$ cat src/rtl/program_loader.sv
// Boot loader: takes a length / payload / checksum byte frame, writes the payload
// into instruction memory and releases the CPU only when the checksum matches.
module program_loader #(
  parameter int                ADDR_W    = 8,
  parameter logic [ADDR_W-1:0] BASE_ADDR = 8'h00
) (
  input  logic              clk,
  input  logic              initialize,
  input  logic              in_valid,
  input  logic [7:0]        in_data,
  output logic              in_ready,
  input  logic              reload,
  output logic              imem_w_en,
  output logic [ADDR_W-1:0] imem_w_addr,
  output logic [7:0]        imem_w_data,
  output logic              cpu_hold,
  output logic              startup,
  output logic              load_error,
  output logic [7:0]        byte_count
);

  typedef enum logic [2:0] {
    ST_IDLE    = 3'd0,
    ST_LOAD    = 3'd1,
    ST_CSUM    = 3'd2,
    ST_RELEASE = 3'd3,
    ST_RUN     = 3'd4
  } state_t;

  // Running checksum is a plain modulo-256 byte sum.
  function automatic logic [7:0] csum_add(input logic [7:0] acc, input logic [7:0] b);
    return acc + b;
  endfunction

  state_t            state_r, state_next_s;
  logic [7:0]        len_r, len_next_s;
  logic [7:0]        sum_r, sum_next_s;
  logic [7:0]        count_r, count_next_s;
  logic              err_r, err_next_s;
  logic              hold_r, hold_next_s;
  logic              wen_r, wen_next_s;
  logic [ADDR_W-1:0] waddr_r, waddr_next_s;
  logic [7:0]        wdata_r, wdata_next_s;
  logic              startup_r, startup_next_s;
  logic              ready_state_s;
  logic              accept_s;

  // Ready is decoded from state, and a reload request blocks acceptance in the same cycle.
  assign ready_state_s = (state_r == ST_IDLE) || (state_r == ST_LOAD) || (state_r == ST_CSUM);
  assign in_ready      = ready_state_s & ~reload;
  assign accept_s      = in_valid & in_ready;

  // State register.
  always_ff @(posedge clk or posedge initialize) begin
    if (initialize) begin
      state_r <= ST_IDLE;
    end else begin
      state_r <= state_next_s;
    end
  end

  // Next-state and datapath next-value logic.
  always_comb begin
    state_next_s = state_r;
    len_next_s   = len_r;
    sum_next_s   = sum_r;
    count_next_s = count_r;
    err_next_s   = err_r;
    hold_next_s  = hold_r;
    wen_next_s   = 1'b0;
    waddr_next_s = waddr_r;
    wdata_next_s = wdata_r;

    if (reload) begin
      state_next_s = ST_IDLE;
      hold_next_s  = 1'b1;
      count_next_s = 8'd0;
      err_next_s   = 1'b0;
    end else begin
      case (state_r)
        ST_IDLE: begin
          if (accept_s) begin
            if (in_data != 8'd0) begin
              len_next_s   = in_data;
              sum_next_s   = 8'd0;
              count_next_s = 8'd0;
              err_next_s   = 1'b0;
              state_next_s = ST_LOAD;
            end else begin
              err_next_s = 1'b1;
            end
          end else begin
            state_next_s = ST_IDLE;
          end
        end
        ST_LOAD: begin
          if (accept_s) begin
            // Address wraps naturally in ADDR_W bits.
            wen_next_s   = 1'b1;
            waddr_next_s = BASE_ADDR + ADDR_W'(count_r);
            wdata_next_s = in_data;
            sum_next_s   = csum_add(sum_r, in_data);
            count_next_s = count_r + 8'd1;
            if ((count_r + 8'd1) == len_r) begin
              state_next_s = ST_CSUM;
            end else begin
              state_next_s = ST_LOAD;
            end
          end else begin
            state_next_s = ST_LOAD;
          end
        end
        ST_CSUM: begin
          if (accept_s) begin
            if (in_data == sum_r) begin
              state_next_s = ST_RELEASE;
            end else begin
              err_next_s   = 1'b1;
              state_next_s = ST_IDLE;
            end
          end else begin
            state_next_s = ST_CSUM;
          end
        end
        ST_RELEASE: begin
          hold_next_s  = 1'b0;
          state_next_s = ST_RUN;
        end
        ST_RUN: begin
          state_next_s = ST_RUN;
        end
        default: begin
          state_next_s = ST_IDLE;
          hold_next_s  = 1'b1;
        end
      endcase
    end

    startup_next_s = (state_next_s == ST_RELEASE);
  end

  // Datapath and output registers.
  always_ff @(posedge clk or posedge initialize) begin
    if (initialize) begin
      len_r     <= 8'd0;
      sum_r     <= 8'd0;
      count_r   <= 8'd0;
      err_r     <= 1'b0;
      hold_r    <= 1'b1;
      wen_r     <= 1'b0;
      waddr_r   <= BASE_ADDR;
      wdata_r   <= 8'd0;
      startup_r <= 1'b0;
    end else begin
      len_r     <= len_next_s;
      sum_r     <= sum_next_s;
      count_r   <= count_next_s;
      err_r     <= err_next_s;
      hold_r    <= hold_next_s;
      wen_r     <= wen_next_s;
      waddr_r   <= waddr_next_s;
      wdata_r   <= wdata_next_s;
      startup_r <= startup_next_s;
    end
  end

  assign imem_w_en   = wen_r;
  assign imem_w_addr = waddr_r;
  assign imem_w_data = wdata_r;
  assign cpu_hold    = hold_r;
  assign startup     = startup_r;
  assign load_error  = err_r;
  assign byte_count  = count_r;

endmodule
$ cat config.mk
export PLATFORM = sky130hd
export DESIGN_NAME = program_loader
export DESIGN_NICKNAME = d
export VERILOG_FILES = /design/src/rtl/program_loader.sv
export SDC_FILE = /design/constraint.sdc
export NUM_CORES = 1
export LEC_CHECK = 0
export CAP_MARGIN = 30
export CORE_MARGIN = 10
export CORE_UTILIZATION = 50
export DETAILED_ROUTE_END_ITERATION = 12
export PLACE_DENSITY = 0.87
export SETUP_SLACK_MARGIN = 0.02
export SLEW_MARGIN = 10
export SYNTH_ARGS = -nofsm -noshare
export SYNTH_HDL_FRONTEND = slang
export SYNTH_SLANG_ARGS = --single-unit
$ cat constraint.sdc
create_clock -name clk -period 3.4 [get_ports clk]
set_clock_uncertainty 0.15 [all_clocks]
set_input_delay 0.51 -clock clk [delete_from_list [all_inputs] [get_ports clk]]
set_output_delay 0.51 -clock clk [all_outputs]
set_load 0.05 [all_outputs]
# Word level (Yosys, flattened, before mapping)
# Index checks and enable logic that the tools add are counted.
[word_totals] reg_bits=47
[op_classes] reduce_logical=14 n_mux=26 n_bitwise=3 n_eq_ne=16 add_sub_neg=2
[ops] op="$mux 8" n=5
[ops] op="$pmux 8 s2" n=2
[ops] op="$eq 8x8->1" n=2
[ops] op="$mux 3" n=5
[ops] op="$ne 3x3->1 const B" n=4
[ops] op="$pmux 3 s4" n=1
[ops] op="$reduce_and 4->1" n=3
[ops] op="$eq 3x2->1 const B" n=3
[ops] op="$mux 1" n=9
[ops] op="$add 8x1->8 const B" n=1
[ops] op="$add 8x8->8" n=1
[ops] op="$reduce_bool 8->1" n=1
[ops] op="$reduce_bool 3->1" n=2
[ops] op="$reduce_and 5->1" n=1
[ops] op="$mux 2" n=2
[ops] op="$ne 2x1->1 const B" n=2
[ops] op="$ne 2x2->1 const B" n=2
[ops] op="$pmux 1 s2" n=2
[ops] op="$reduce_or 4->1" n=1
[ops] op="$eq 3x1->1 const B" n=1
[ops] op="$eq 3x3->1 const B" n=1
[ops] op="$logic_not 3->1" n=1
[ops] op="$ne 3x2->1 const B" n=1
[ops] op="$reduce_and 3->1" n=1
[ops] op="5 further kinds" n=7

# Logic depth before layout (Yosys ltp)
[depth] depth_word=9 mapped_depth=8

# Worst setup path before layout
# OpenSTA, ideal clock, no wires.
[synth_path] path_type="flip-flop to flip-flop" from="register count_r[0] (netlist: byte_count[0])" to="register state_r[0]" t_arrival_ps=2068 stages_incl_launch_ff=9 setup_time_ps=126 slack_ps=1055 path_cell_list="dfrtp_1 ha_1 buf_6 nand3_4 nor2_2 or3_1 a21boi_1 o2111ai_1 a311o_1"
[synth_between] elab_chain_cells=6
[synth_rtl] element="from (decl)" line_no="38" source="logic [7:0] count_r, count_next_s;"
[synth_rtl] element="from (signal assigned)" line_no="157" source="count_r <= count_next_s;"
[synth_rtl] element="$add 8x1->8" line_no="104" source="if ((count_r + 8'd1) == len_r) begin"
[synth_rtl] element="$eq 8x8->1" line_no="104"
[synth_rtl] element="$mux 2" line_no="104"
[synth_rtl] element="$mux 3" line_no="97" source="if (accept_s) begin"
[synth_rtl] element="$pmux 3 s4" line_no="80" source="case (state_r)"
[synth_rtl] element="$mux 3" line_no="74" source="if (reload) begin"
[synth_rtl] element="named net state_next_s[0]" line_no="35" source="state_t state_r, state_next_s;"
[synth_rtl] element="to (signal assigned)" line_no="58" source="state_r <= state_next_s;"
[synth_rtl] element="to (decl)" line_no="35"
# The timed path passes the listed nets, and every way through them passes these cells.
# A chain may end at the register's enable or synchronous reset.

# Worst setup path in the final report
[layout_path] from="input port reload" to="output port in_ready"
[layout_between] elab_chain_cells=2
[layout_rtl] element="from (decl)" line_no="12" source="input logic reload,"
[layout_rtl] element="$not 1->1 (no source line)"
[layout_rtl] element="$and 1x1->1" line_no="50" source="assign in_ready = ready_state_s & ~reload;"
[layout_rtl] element="to (decl)" line_no="11" source="output logic in_ready,"
# Every way passes these cells.

==> results.md <==
* Status: completed
* Crit-path cells: clkdlybuf4s50_1 > nor2_4 > and2_1 > clkdlybuf4s50_1
* Crit path max fanout at 9
* Highest clock rate at between 300 and 400 MHz
* Most frequent cells in the layout: 67 x nand2_1, 46 x dfrtp_1, 40 x clkdlybuf4s50_1
* CTS Sinks at 47
* Core area at between 4000 and 5000 um^2
* Type of the tightest min-delay check: reg -> reg
* Max-Slew Margin vs Limit at 0.649
* Worst path max stage delay at roughly 0.8 ns
* Via count at approximately 2,000
* Sequential standard cell area at approximately 1200 um^2
* Clock latency on the worst-skew pair at ~0.31 ns
* Vias in the first global route at roughly 2,000
* Antenna violations before repair at 0
* Final Util at 0.636
* Cts bufs inserted at 5
* Worst reg2reg endpoint: state_r[0]
* Leakage power total at 0.00135 uW
* CP top delay family: buffers and inverters
* Drt first-iter violations at around 120
* Worst R2R Setup Slack at 1.02 ns
* Initial Util at 0.517
* Die height at about 90 um
* Yosys warns at 0
* Clk buf depth at 2
* Yosys reg bits at 47
* Cell repeated most along the worst path: clkdlybuf4s50_1
* Fin crit period at 2.87 ns
* Syn nets at approximately 280
* Global-route wire length before repair at between 9000 and 10,000 um
* Max-cap violations at 0
* DRC viols at 0
* Syn Area/Cell at 9.53 um^2
* Post-CTS Setup Bufs at 0
* CP Capture Type: output port
* Vias per Instance at between 5 and 6
* EDFF count, synth at 0
* Multi-input combinational cell area at about 1200 um^2
* Rows at 25
* Inserted Diodes at 0
* Startpoint types: input pin
* Hold_sp: imem_w_addr[4]
* WL met3 at around 410 um
* FILL cells at about 420
* Peak VDD IR at roughly 0.00048 V
* WL met2 at ~2700 um
* RR Startpoint: byte_count[0]
* Final ANT Viol Nets at 0
* Die Area at about 8100 um^2
* PostCTS Resize Cnt at 0
* Syn Inst Count at about 260
* Post-DP HPWL at a little over 4000 um
* Layout area overhead at 23.0%
* TritonRoute pass-1 iters at 4
* Synth Flop Type: dfrtp_1
* Register area share after synthesis at 0.479
* Final setup viols at 0
* Kind of critical path: in -> out
* Grt total ovfl at 0
* Die X at 90.1 um
* Clock-pin slew on the worst setup and hold paths at roughly 0.090 ns
* H-tree levels at 2
* IO Pins at 41
* Fin worst setup slack at around 0.53 ns
* Final nets at approximately 320
* Fin crit share at 0.844
* RSZ-0062 raised after global routing: no
* WHS Endpoint: imem_w_addr[4]
* Layout cell share with drive strength beyond 1 at 0.0736
* Final Hold Vio Count at 0
* Hold Path Depth at 2
* Worst r2r path cells at 7
* Met1 wire length at about 2500 um
* Buf/Inv on CP at 2
* Largest cells by area after synthesis: dfrtp_1 47%, nand2_1 10%, xnor2_1 4.3%
* All-Layer GR Usage at 0.138
* RD Place Congestion at a little over 0.8
* CTS tree: yes
* DR WL/cell at between 15 and 20 um
* Setup TNS at 0 ns
* Async SR Flop Fraction at 1.00
* Hold-fix buffers, CTS at 0
* Share of the synthesized area in the top cell type at 0.468
* Critical Path RT at ~2.7 ns
* Root Buffer: clkbuf_8
* Post-synthesis cell type count at 50
* PwrDens at between 400 and 500 nW/um^2
* Worst-Margin Slew at 0.525 ns
* Most common cell after layout, fill and taps aside: nand2_1
* Data arrival time of the worst path at approximately 2.2 ns
* Final Max Tran Viols at 0
* Post-Syn Area at between 2000 and 2500 um^2
* Total power at ~1500 uW
* Largest net degree at the start of global routing at 48
* Port bufs at 40
* Top sig layer: met4
* DP Worst Slack at roughly 0.52 ns
* Final wirelength at approximately 5800 um
* Synth area leader: dfrtp_1
* CP max stage cell: clkdlybuf4s50_1
[sequential cells by signal, summed over array words and instances, names as in the netlist]
name and flops:
byte_count 8, startup 1, load_error 1, imem_w_en 1
imem_w_data 8, state_r 3, imem_w_addr 8, cpu_hold 1
sum_r 8, len_r 8
[cell usage after synthesis, types with 2 or more instances]
master and n:
o21bai_1 2, nor3b_1 2, inv_1 7, mux2_1 5
clkbuf_1 3, a21oi_1 7, buf_2 4, ha_1 8
mux2_2 2, a22o_1 3, nor3_1 2, nand2_1 67
nor4_1 4, and2_1 3, a21o_1 2, nor2_1 12
a31oi_1 3, nand4_1 2, nand3_1 5, buf_6 2
or3_1 2, o21ai_0 20, xnor2_1 12, xor2_1 5
o31ai_1 3, dfrtp_1 46, o211ai_1 2
[layout make-up]
type | count | area share
inverters | 7 | 0.00868
repair buffers | 43 | 0.146
clock buffers | 8 | 0.0331
multi-input cells | 194 | 0.395
flip-flops and latches | 47 | 0.389
well taps | 67 | 0.0277
[cell families after synthesis]
kind of cell             Yosys count  share of synthesized area
AND/OR/NAND/NOR                  110                      0.211
buffers and inverters             17                     0.0356
AO/OA/AOI/OAI                     51                      0.133
adder cells (fa/ha/maj)            9                     0.0488
XOR/XNOR                          17                     0.0605
flip-flops                        47                      0.479
multiplexers                       7                     0.0320
[worst min-delay path, stage by stage, from the launching register on]
cell and delay (ns):
dfrtp_1 0.35, nand2_1 0.05, nand2_1 0.05
[stage by stage]
step | instances | hold WS, ns | cell area, um^2
floorplan | 258 | 0.304 | 2460
global route | 366 | 0.354 | 3030
global placement | 357 | 0.307 | 2900
CTS | 365 | 0.334 | 3000
finish | 366 | 0.329 | 3030
detailed placement | 357 | 0.313 | 2900
[per-layer routing]
layer,vias to the layer above,GRT usage
met5,-,0
met4,0,0.0531
met3,11,0.0524
met2,55,0.232
met1,969,0.153
li1,969,-
[report_power, final]
part           switching (uW)  internal (uW)
sequential               48.5            629
clock                     187            186
combinational             276            178
total                     512            992
[worst max-delay path by stage]
stage | slack, ns | endpoint | from | depth (start not counted)
after floorplan | 1.06 | state_r[0] | byte_count[0] | 8
after global placement | 0.56 | in_ready | reload | 4
after detailed placement | 0.52 | in_ready | reload | 4
after CTS | 0.52 | in_ready | reload | 4
after global routing | 0.44 | in_ready | reload | 4
final | 0.53 | in_ready | reload | 4
Power figures use the tool's default switching activity.
